<file path="src/rtl/demux_pkg.sv">
// Shared definitions for the 1:4 stream demultiplexer.
//   N_CH       number of output channels
//   SEL_W      width of the channel select
//   ch_sel_t   channel select type
//   sel_onehot decodes a channel select into a one-hot channel mask
package demux_pkg;

  localparam int N_CH  = 4;
  localparam int SEL_W = 2;

  typedef logic [SEL_W-1:0] ch_sel_t;

  // Channel select to one-hot mask; bit k is set when sel == k.
  function automatic logic [N_CH-1:0] sel_onehot(input ch_sel_t sel);
    logic [N_CH-1:0] oh;
    oh      = {N_CH{1'b0}};
    oh[sel] = 1'b1;
    return oh;
  endfunction

endpackage

</file>
<file path="src/rtl/demux_ch_slot.sv">
// One-entry valid/ready output buffer for a single demux channel.
// Optional feature macro: DEMUX_CNT_EN adds a delivered-word counter.
// Ports:
//   clk      in   clock, rising edge
//   rst_n    in   asynchronous active-low reset
//   load_i   in   write data_i into the slot this cycle
//   data_i   in   word to load
//   ready_i  in   consumer takes the held word (ignored while empty)
//   valid_o  out  slot holds a word (registered)
//   data_o   out  held word; keeps its last value after a pop (registered)
//   cnt_o    out  delivered-word count, wraps (DEMUX_CNT_EN only)
module demux_ch_slot
  import demux_pkg::*;
#(
  parameter int W     = 8,
  parameter int CNT_W = 16
) (
  input  logic             clk,
  input  logic             rst_n,
  input  logic             load_i,
  input  logic [W-1:0]     data_i,
  input  logic             ready_i,
  output logic             valid_o,
`ifdef DEMUX_CNT_EN
  output logic [CNT_W-1:0] cnt_o,
`endif
  output logic [W-1:0]     data_o
);

  logic         valid_q, valid_d;
  logic [W-1:0] data_q, data_d;
  logic         pop_s;

  // Next-state: a load wins over a pop so a same-cycle pop+load keeps valid high.
  always_comb begin
    pop_s = valid_q & ready_i;
    if (load_i) begin
      valid_d = 1'b1;
      data_d  = data_i;
    end else if (pop_s) begin
      valid_d = 1'b0;
      data_d  = data_q;
    end else begin
      valid_d = valid_q;
      data_d  = data_q;
    end
  end

  // Slot state registers.
  always_ff @(posedge clk or negedge rst_n) begin
    if (!rst_n) begin
      valid_q <= 1'b0;
      data_q  <= {W{1'b0}};
    end else begin
      valid_q <= valid_d;
      data_q  <= data_d;
    end
  end

  assign valid_o = valid_q;
  assign data_o  = data_q;

`ifdef DEMUX_CNT_EN
  logic [CNT_W-1:0] cnt_q, cnt_d;

  // Count pops; wraps naturally at 2^CNT_W.
  always_comb begin
    if (pop_s) begin
      cnt_d = cnt_q + CNT_W'(1);
    end else begin
      cnt_d = cnt_q;
    end
  end

  // Delivered-word counter register.
  always_ff @(posedge clk or negedge rst_n) begin
    if (!rst_n) begin
      cnt_q <= {CNT_W{1'b0}};
    end else begin
      cnt_q <= cnt_d;
    end
  end

  assign cnt_o = cnt_q;
`endif

endmodule

</file>
<file path="src/rtl/demux_1_4_stream.sv">
// Registered 1:4 stream demultiplexer. One input word is routed by in_sel to
// one of four one-entry output buffers; disabled channels drop their words.
// Optional feature macro: DEMUX_CNT_EN adds per-channel delivered counters on cnt_bus.
// Ports:
//   clk, rst_n  clock (rising edge) and asynchronous active-low reset
//   in_valid    in   input word present
//   in_ready    out  input may be accepted this cycle (combinational)
//   in_data     in   input word (W bits)
//   in_sel      in   destination channel 0..3
//   ch_en       in   per-channel enable; 0 drops words for that channel
//   out_valid   out  bit k: channel k holds a word
//   out_ready   in   bit k: channel k consumer takes the word
//   out_data    out  channel k word at [k*W +: W]
//   drop_pulse  out  one-cycle pulse after an accepted word was dropped
//   cnt_bus     out  channel k delivered count at [k*CNT_W +: CNT_W] (DEMUX_CNT_EN only)
module demux_1_4_stream
  import demux_pkg::*;
#(
  parameter int W     = 8,
  parameter int CNT_W = 16
) (
  input  logic                  clk,
  input  logic                  rst_n,
  input  logic                  in_valid,
  output logic                  in_ready,
  input  logic [W-1:0]          in_data,
  input  ch_sel_t               in_sel,
  input  logic [N_CH-1:0]       ch_en,
  output logic [N_CH-1:0]       out_valid,
  input  logic [N_CH-1:0]       out_ready,
  output logic [N_CH*W-1:0]     out_data,
`ifdef DEMUX_CNT_EN
  output logic [N_CH*CNT_W-1:0] cnt_bus,
`endif
  output logic                  drop_pulse
);

  logic [N_CH-1:0] sel_oh_s;
  logic [N_CH-1:0] load_s;
  logic            en_sel_s;
  logic            accept_s;
  logic            drop_d;
  logic            drop_q;

  // Input handshake: a disabled channel always accepts (the word is dropped),
  // an enabled one accepts when its slot is empty or being popped this cycle.
  always_comb begin
    sel_oh_s = sel_onehot(in_sel);
    en_sel_s = ch_en[in_sel];
    in_ready = ~en_sel_s | ~out_valid[in_sel] | out_ready[in_sel];
    accept_s = in_valid & in_ready;
    if (accept_s & en_sel_s) begin
      load_s = sel_oh_s;
    end else begin
      load_s = {N_CH{1'b0}};
    end
    drop_d = accept_s & ~en_sel_s;
  end

  // Drop indication register.
  always_ff @(posedge clk or negedge rst_n) begin
    if (!rst_n) begin
      drop_q <= 1'b0;
    end else begin
      drop_q <= drop_d;
    end
  end

  assign drop_pulse = drop_q;

  for (genvar k = 0; k < N_CH; k++) begin : g_slot
    demux_ch_slot #(
      .W     (W),
      .CNT_W (CNT_W)
    ) u_slot (
      .clk     (clk),
      .rst_n   (rst_n),
      .load_i  (load_s[k]),
      .data_i  (in_data),
      .ready_i (out_ready[k]),
      .valid_o (out_valid[k]),
`ifdef DEMUX_CNT_EN
      .cnt_o   (cnt_bus[k*CNT_W +: CNT_W]),
`endif
      .data_o  (out_data[k*W +: W])
    );
  end

endmodule

</file>
<file path="config.mk">
export PLATFORM = sky130hd
export DESIGN_NAME = demux_1_4_stream
export DESIGN_NICKNAME = d
export VERILOG_FILES = /design/src/rtl/demux_pkg.sv /design/src/rtl/demux_ch_slot.sv /design/src/rtl/demux_1_4_stream.sv
export SDC_FILE = /design/constraint.sdc
export NUM_CORES = 1
export LEC_CHECK = 0
export BUFFER_PORTS_ARGS = -buffer_cell sky130_fd_sc_hd__buf_2
export CORE_AREA = 2 2 74 76
export DETAILED_ROUTE_END_ITERATION = 8
export DIE_AREA = 0 0 76 78
export HOLD_SLACK_MARGIN = 0.15
export SYNTH_ARGS = -nofsm -noshare
export SYNTH_HDL_FRONTEND = slang
export SYNTH_SLANG_ARGS = --single-unit
</file>
<file path="constraint.sdc">
create_clock -name clk -period 2.55 [get_ports clk]
set_clock_uncertainty 0.2 [all_clocks]
set_input_delay 0.51 -clock clk [delete_from_list [all_inputs] [get_ports clk]]
set_output_delay 0.51 -clock clk [all_outputs]
set_load 0.05 [all_outputs]
</file>
* Yosys cells after proc, flatten, opt, wreduce, memory -nomap -nowiden *
Cells that the tools add are included.

storage, ports and cells
  bits in registers = 37
  input port bits = 21
  output and inout port bits = 38
  logic and storage cells = 44

operators by class
  $lt $le $gt $ge = 2
  muxes and demuxes = 17
  bitwise operators = 11
  reduce and logical (&&, ||, !) cells = 5

operators with widths
  cell                                                                                 number
  1-bit two-way mux                                                                    12
  2-bit nonzero test                                                                   4
  1-bit AND                                                                            7
  1-bit binary-select mux with 2-bit select                                            3
  4-bit two-way mux                                                                    1
  2-bit by 3-bit < comparator with 1-bit output, second input constant                 1
  1-bit demux with 2-bit select                                                        1
  2-bit by 1-bit greater-or-equal comparator with 1-bit output, second input constant  1
  1-bit inverter                                                                       2
  1-bit bitwise OR                                                                     2
  1-bit logical AND                                                                    1

* Logic depth before layout (Yosys ltp) *
Gate-level depths: netlist of the first run.

  word-level depth = 9
  mapped depth = 4

* Hierarchy *
A second synthesis of the first run with hierarchy kept.

second synthesis, totals
  cells, all modules = 105
  area total of the unflattened synthesis = 1669.1 um^2

by module, submodules not included
  module            times used  cells each  area an instance (um^2)  sequential area each (um^2)
  demux_ch_slot     4           20          369.1                    225.2
  demux_1_4_stream  1           25          192.7                    25.0

* Least setup slack after synthesis of the first run *
Ideal clock, no wire load.

  path type = input to output
  start point = in in_sel[1]
  end point = out in_ready
  data arrival time = 1.649 ns
  data required time = 1.840 ns
  path slack = 0.191 ns
  stages on the path = 3
  buffers on the path = 0
  cells stage by stage = nand2b_1 -> nand2_1 -> a32oi_1

between the ends
  cells in the longest elaborated chain, start to end = 5
  elaborated cells between the ends (all ways) = 10
  classes of those cells = mux: 6; bitwise: 4

RTL lines
  element                                                              RTL line                                        RTL
  start, declared                                                      demux_1_4_stream.sv:27                          input ch_sel_t in_sel,
  1-bit binary-select mux with 2-bit select, on equally long branches  demux_1_4_stream.sv:49, demux_1_4_stream.sv:50
  1-bit two-way mux, on equally long branches                          demux_1_4_stream.sv:49, demux_1_4_stream.sv:50
  1-bit inverter                                                       demux_1_4_stream.sv:50                          in_ready = ~en_sel_s | ~out_valid[in_sel] | out_ready[in_sel];
  1-bit bitwise OR                                                     demux_1_4_stream.sv:50
  1-bit bitwise OR (*)                                                 demux_1_4_stream.sv:50
  end, declared                                                        demux_1_4_stream.sv:25                          output logic in_ready,

Mark *: on every way between the ends. The rest lies on a longest branch, timed or not. The select of a mux whose other input is x is not followed.

* Worst setup path in the final report of the first run *
Ends and elaborated chain as after synthesis.

==> impl_metrics.tcl, run 1 <==
set metrics [dict create \
    status "completed" \
    synth_most_common_cell "dfrtp_1" \
    vias_per_cell 4.358 \
    async_reset_ff_share_pct 100.0 \
    hold_viol 0 \
    clock_sinks 37 \
    p_int_uw 1189 \
    slew_violations 0 \
    power.density_mw_per_mm2 1014 \
    fin_crit_ps 2204 \
    leakagePower_uw 0.0009581 \
    antenna_cells 0 \
    root_buffer "clkbuf_8" \
    synth_top_area_share_pct 61.56 \
    slew_headroom_pct 46.31 \
    cts-htree-levels 2 \
    synthFlopType "dfrtp_1" \
    area_delta_synth_final_pct 31.36 \
    ys.warnings.count 0 \
    regArea_um2 925.9 \
    start_util_pct 29.83 \
    p_clk_share_pct 24.7 \
    worstMarginPinSlew_ps 805.4 \
    fill_cells 503 \
    setup_viol 0 \
    synth_cells 99 \
    fmax_mhz 453.8 \
    cts_tree "done" \
    max-vdd-ir-drop_mv 0.5755 \
    synth_largest_area_cell "dfrtp_1" \
    synth-seq-area-share_pct 61.56 \
    syn-cell-area_mm2 0.001504 \
    cp.required_ps 1840 \
    rows 26 \
    die_area_mm2 0.005928 \
    switching_share_pct 40.63 \
    dp_hpwl_mm 2.435 \
    criticalPathCategory "input port to output pin" \
    grt_usage_pct 12.02 \
    dieHeight_um 78 \
    totalWireLength_mm 3.340 \
    grt_pass1_vias 1084 \
    place.gp.congestion 0.7295 \
    critPathMaxFanout 6 \
    die_x_um 76 \
    grt_pass1_wl_mm 5.444 \
    multiInputGateArea_um2 539.3 \
    crit_path_end_kind "output pin" \
    drtIter0Drc 21 \
    rsz0062_at_grt "no" \
    ctsLongestPathBuffers 2 \
    cts.clk_slew.worst_paths_ps 70 \
    synth-edff-count 0 \
    tns_ps 0 \
    ant_nets 0 \
    hp-class "input port to flip-flop" \
    fin_util_pct 39.18 \
    syn_nets 120 \
    power_uw 2003 \
    nNetsFinal 182 \
    synth_seq_cells 37 \
    grt_overflow 0 \
    core-area_mm2 0.005042 \
    max_cap_violations 0 \
    cts_inserted_buffers 5 \
    synth.top_cells.by_area "dfrtp_1, mux2_2, nand2b_1" \
    arrival_ps 1490 \
    drc 0 \
    vias 1011 \
    synthTopCellsByCount "dfrtp_1, mux2_2, nand2b_1" \
    yosysUniqueCellTypes 17 \
    fin_crit_sh_pct 86.41 \
    cts_resized 0 \
    drive_gt1_share_pct 62.35 \
    firstDrtPassIters 4 \
    postSynthAreaPerCell_um2 15.19 \
    antenna_found_initial 0 \
    drt-wirelength-per-cell_um 14.40 \
    insertion_delay_ps 280 \
    ios 59 \
    p_switching_uw 814.0 \
    port_buffers 58 \
    start_kind "input port" \
    p_comb_share_pct 37.1 \
    grt_max_degree 38 \
    p_seq_share_pct 38.2 \
]
==> worst paths after layout <==
check,from,to,slack (ps),cells after the start
worst min register to register,g_slot[1].u_slot.data_o[1],g_slot[1].u_slot.data_o[1],300,1
min in group asynchronous,rst_n,g_slot[1].u_slot.data_o[1],660,2
worst min-delay path,in_sel[0],g_slot[2].u_slot.valid_o,290,2
worst max-delay path,in_sel[1],in_ready,350,5
worst max register to register,g_slot[2].u_slot.valid_o,g_slot[2].u_slot.data_o[3],830,3
max in group asynchronous,rst_n,g_slot[1].u_slot.data_o[0],990,2
==> metrics by stage <==
stage	instance area (um2)	hold WS (ps)	std cells	setup slack, ps
2_1_floorplan	1504	14.41	99	191.2
3_3_place_gp	1854	285.2	223	434.4
3_5_place_dp	1854	286.9	223	368.4
4_1_cts	1976	275.5	232	361.2
5_1_grt	1976	289.7	232	258.9
6_report	1976	292.4	232	346.5
==> sequential cells by signal (all words and copies together), names as in the netlist <==
signal / count
g_slot.u_slot.data_o: 32
g_slot.u_slot.valid_o: 4
drop_pulse: 1
==> repair_timing <==
| item | CTS | global route |
|---|---|---|
| endpoints found under the hold margin | 37 | 0 |
| buffers inserted | 0 | 0 |
| hold buffers | 1 | 0 |
| setup endpoints to repair | 0 | 0 |
==> power groups by stage <==
stage / registers, uW / logic, uW / clock network (uW)
floorplan: 1190 / 143 / 0
global placement: 771 / 741 / 0
detailed placement: 776 / 748 / 0
CTS: 767 / 750 / 513
global route: 782 / 776 / 547
finish: 765 / 743 / 495
==> kinds of logic after synthesis <==
| group | count (synthesis) | synth area share (%) |
|---|---|---|
| simple gates | 16 | 7.988 |
| mux | 34 | 25.29 |
| flops | 37 | 61.56 |
| buf+inv | 6 | 2.579 |
| compound gates | 6 | 2.579 |
==> layer usage <==
metal / up-vias / share of wire, % / GRT usage (%)
li1: 467 / - / -
met1: 494 / 43 / 14.33
met2: 48 / 46 / 18.93
met3: 2 / 9.6 / 5.930
met4: 0 / 0.63 / 4.182
met5: - / 0 / 0
==> worst max-delay path: stages <==
cell	delay [ps]
buf_2	150
nand2b_1	210
nand2_1	100
a32oi_1	220
buf_2	300
==> area by class of cell <==
class,instances,share of cell area [%]
clock buffer,6,3.673
tap,70,4.433
sequential,37,46.87
clock inverter,2,1.963
timing repair buffer,60,15.58
inverter,1,0.1900
multi-input combinational,56,27.30
==> cell usage in the layout (no fill, tap or decap) <==
cell type and instances:
a211oi_1 1, a21oi_1 1, a32oi_1 1, and3b_1 1
buf_2 58, buf_4 1, bufinv_16 1, clkbuf_1 1
clkbuf_8 5, clkinv_4 1, dfrtp_1 37, dlygate4sd3_1 1
inv_1 1, mux2_2 32, mux2i_1 2, nand2_1 5
nand2b_1 6, nand3b_2 1, nor2b_1 1, nor3b_4 2
o21ai_0 2, o31ai_1 1
(Power assumes the default switching activity.)
==> run 2: changes to the inputs <==
Settings changed: CORE_AREA 2 2 74 76 to 2 2 78 80, DIE_AREA 0 0 76 78 to 0 0 80 82, SYNTH_HIERARCHICAL set to 1.
==> impl_metrics.tcl, run 2 <==
set metrics [dict create \
    status "completed" \
    leakagePower_uw 0.001109 \
    grtUsageMet1_pct 14.61 \
    arrival_ps 1500 \
    synth-seq-area-share_pct 55.47 \
    dp_hpwl_mm 2.559 \
    critPathMaxFanout 11 \
    die_area_mm2 0.006560 \
    final_cells 246 \
    cts_inserted_buffers 5 \
    crit_path_frequent_cell "buf_2" \
    max-vdd-ir-drop_mv 0.3689 \
    drtIter0Drc 39 \
    use_met2_pct 18.25 \
    grt_pass1_wl_mm 5.499 \
    hold_depth 2 \
    ant_nets 0 \
    synth_most_common_cell "dfrtp_1" \
    async_reset_ff_share_pct 100.0 \
    dieHeight_um 82 \
    start_kind "input port" \
    synth_seq_cells 37 \
    worst_slack_ps 336.4 \
    gr-usage-met3_pct 2.747 \
    fmax_mhz 451.8 \
    grt_pass1_vias 1069 \
    worstHoldEndpoint "g_slot[3].u_slot/data_o[1]" \
    place.gp.congestion 0.6944 \
    fin_crit_sh_pct 86.81 \
    start_util_pct 29.05 \
    area_delta_synth_final_pct 31.71 \
    insertion_delay_ps 280 \
    yosysUniqueCellTypes 18 \
    rsz0062_at_grt "no" \
    max_cap_violations 0 \
    busiest_layer "met2" \
    postSynthAreaPerCell_um2 15.90 \
    syn_nets 126 \
    grt_usage_pct 11.29 \
    criticalPathCategory "input port to output pin" \
    setup_viol 0 \
    rows 28 \
    slew_violations 0 \
    fill_cells 576 \
    final_common_cell "buf_2" \
    worstRegToRegCells 5 \
    port_buffers 58 \
    cts-htree-levels 2 \
    synth_largest_area_cell "dfrtp_1" \
    hold_start "in_data[1]" \
    dp_worst_setup_slack_ps 318.2 \
    root_buffer "clkbuf_8" \
    die_x_um 80 \
    crit_path_end_kind "output pin" \
    synth_cells 105 \
    cts_tree "done" \
    cts.clk_slew.worst_paths_ps 80 \
    ys.warnings.count 6 \
    slew_headroom_pct 46.59 \
    fin_crit_ps 2214 \
    syn-cell-area_mm2 0.001669 \
    cp_cell_sequence "buf_2 > mux2i_1 > nor2_1 > a32oi_1 > buf_2" \
    reg2reg_to "g_slot[0].u_slot/data_o[6]" \
    worstMarginPinSlew_ps 801.1 \
    synthFlopType "dfrtp_1" \
    grt_overflow 0 \
    r2r_slack_ps 790 \
    synth_top_area_share_pct 55.47 \
    layout_common_cells "buf_2, dfrtp_1, mux2_4" \
    largest_register_ffs 32 \
    power.density_mw_per_mm2 1008 \
    antenna_found_initial 0 \
    cts_setup_buffers 0 \
    totalWireLength_mm 3.593 \
    clock_sinks 37 \
    vias_per_cell 4.203 \
    tns_ps 0 \
    hold_viol 0 \
    nNetsFinal 191 \
    core-area_mm2 0.005746 \
    synthTopCellsByCount "dfrtp_1, mux2_4, inv_1" \
    placed_cells 237 \
    antenna_cells 0 \
    hp-class "input port to flip-flop" \
    ctsLongestPathBuffers 2 \
    synth.top_cells.by_area "dfrtp_1, mux2_4, buf_6" \
    drt-wirelength-per-cell_um 14.61 \
    r2r_start "g_slot[2].u_slot/valid_o" \
    drc 0 \
    drive_gt1_share_pct 66.08 \
    crit_slowest_cell "buf_2" \
    grt_max_degree 38 \
    synth-edff-count 0 \
    vias 1034 \
    cp.required_ps 1840 \
    slowest_delay_ps 290 \
    firstDrtPassIters 3 \
    ios 59 \
]
[run 2: changes by cell type in the layout (fill, tap and decap cells not counted), sizes merged, moves of 2 or more]
cell | before | now
nand2b | 6 | 2
a21o | 0 | 4
buf | 59 | 62
nor3b | 2 | 0
nor4 | 0 | 3
o32ai | 0 | 2
inv | 1 | 9
[run 2: metrics by stage]
step | utilization [%] | hold slack, ps | cell area [um2] | total power [uW]
floorplan | - | 14.41 | 1669 | 1422
global placement | 35.69 | 290.5 | 2051 | 1615
detailed placement | 35.69 | 293.8 | 2051 | 1624
CTS | 38.26 | 288.2 | 2198 | 2242
global route | 38.26 | 300.4 | 2198 | 2317
finish | 38.26 | 293.2 | 2198 | 2215
[run 2: logic make-up after synthesis]
logic type / after synthesis / share of synthesized area, %
flip-flops: 37 / 55.47
multiplexers: 33 / 29.39
buffers and inverters: 13 / 5.172
AND/OR/NAND/NOR: 12 / 3.673
AO/OA/AOI/OAI: 10 / 6.297
[run 2: cell type report]
cell class                      instances  area [um2]  share of cell area (%)
Sequential cell                        37       925.9                   42.12
Multi-Input combinational cell         55       680.7                   30.96
Clock inverter                          3       68.82                   3.130
Clock buffer                            5       68.82                   3.130
Timing Repair Buffer                   63       330.3                   15.03
Tap cell                               75       93.84                   4.269
Inverter                                8       30.03                   1.366
[run 2: critical path: cells and delay by family]
family          cells  cell delay, ps
simple gates        1              60
compound gates      1             150
buf+inv             2             520
mux                 1             270
[run 2: worst max path at each step]
stage | endpoint | startpoint | slack (ps)
CTS | in_ready | in_sel[1] | 330
global placement | in_ready | in_sel[1] | 350
global route | in_ready | in_sel[1] | 290
floorplan | in_ready | g_slot[1].u_slot/valid_o | 110
finish | in_ready | in_sel[1] | 340
detailed placement | in_ready | in_sel[1] | 320
[run 2: what timing repair did]
item                       in CTS  in global routing
setup endpoints to repair       0                  0
gates resized for setup         0                  0
hold buffers                    1                  0
hold endpoints to repair       13                  0
[run 2: per-layer routing]
metal,part of all wire [%],vias to the layer above
li1,-,495
met1,45,509
met2,51,26
met3,3.4,4
met4,1.1,0
met5,0,-
[run 2: power by group]
part / total [uW] / switching (uW) / internal (uW)
sequential: 777 / 68.2 / 709
combinational: 830 / 570 / 260
clock: 608 / 214 / 394
total: 2220 / 852 / 1360
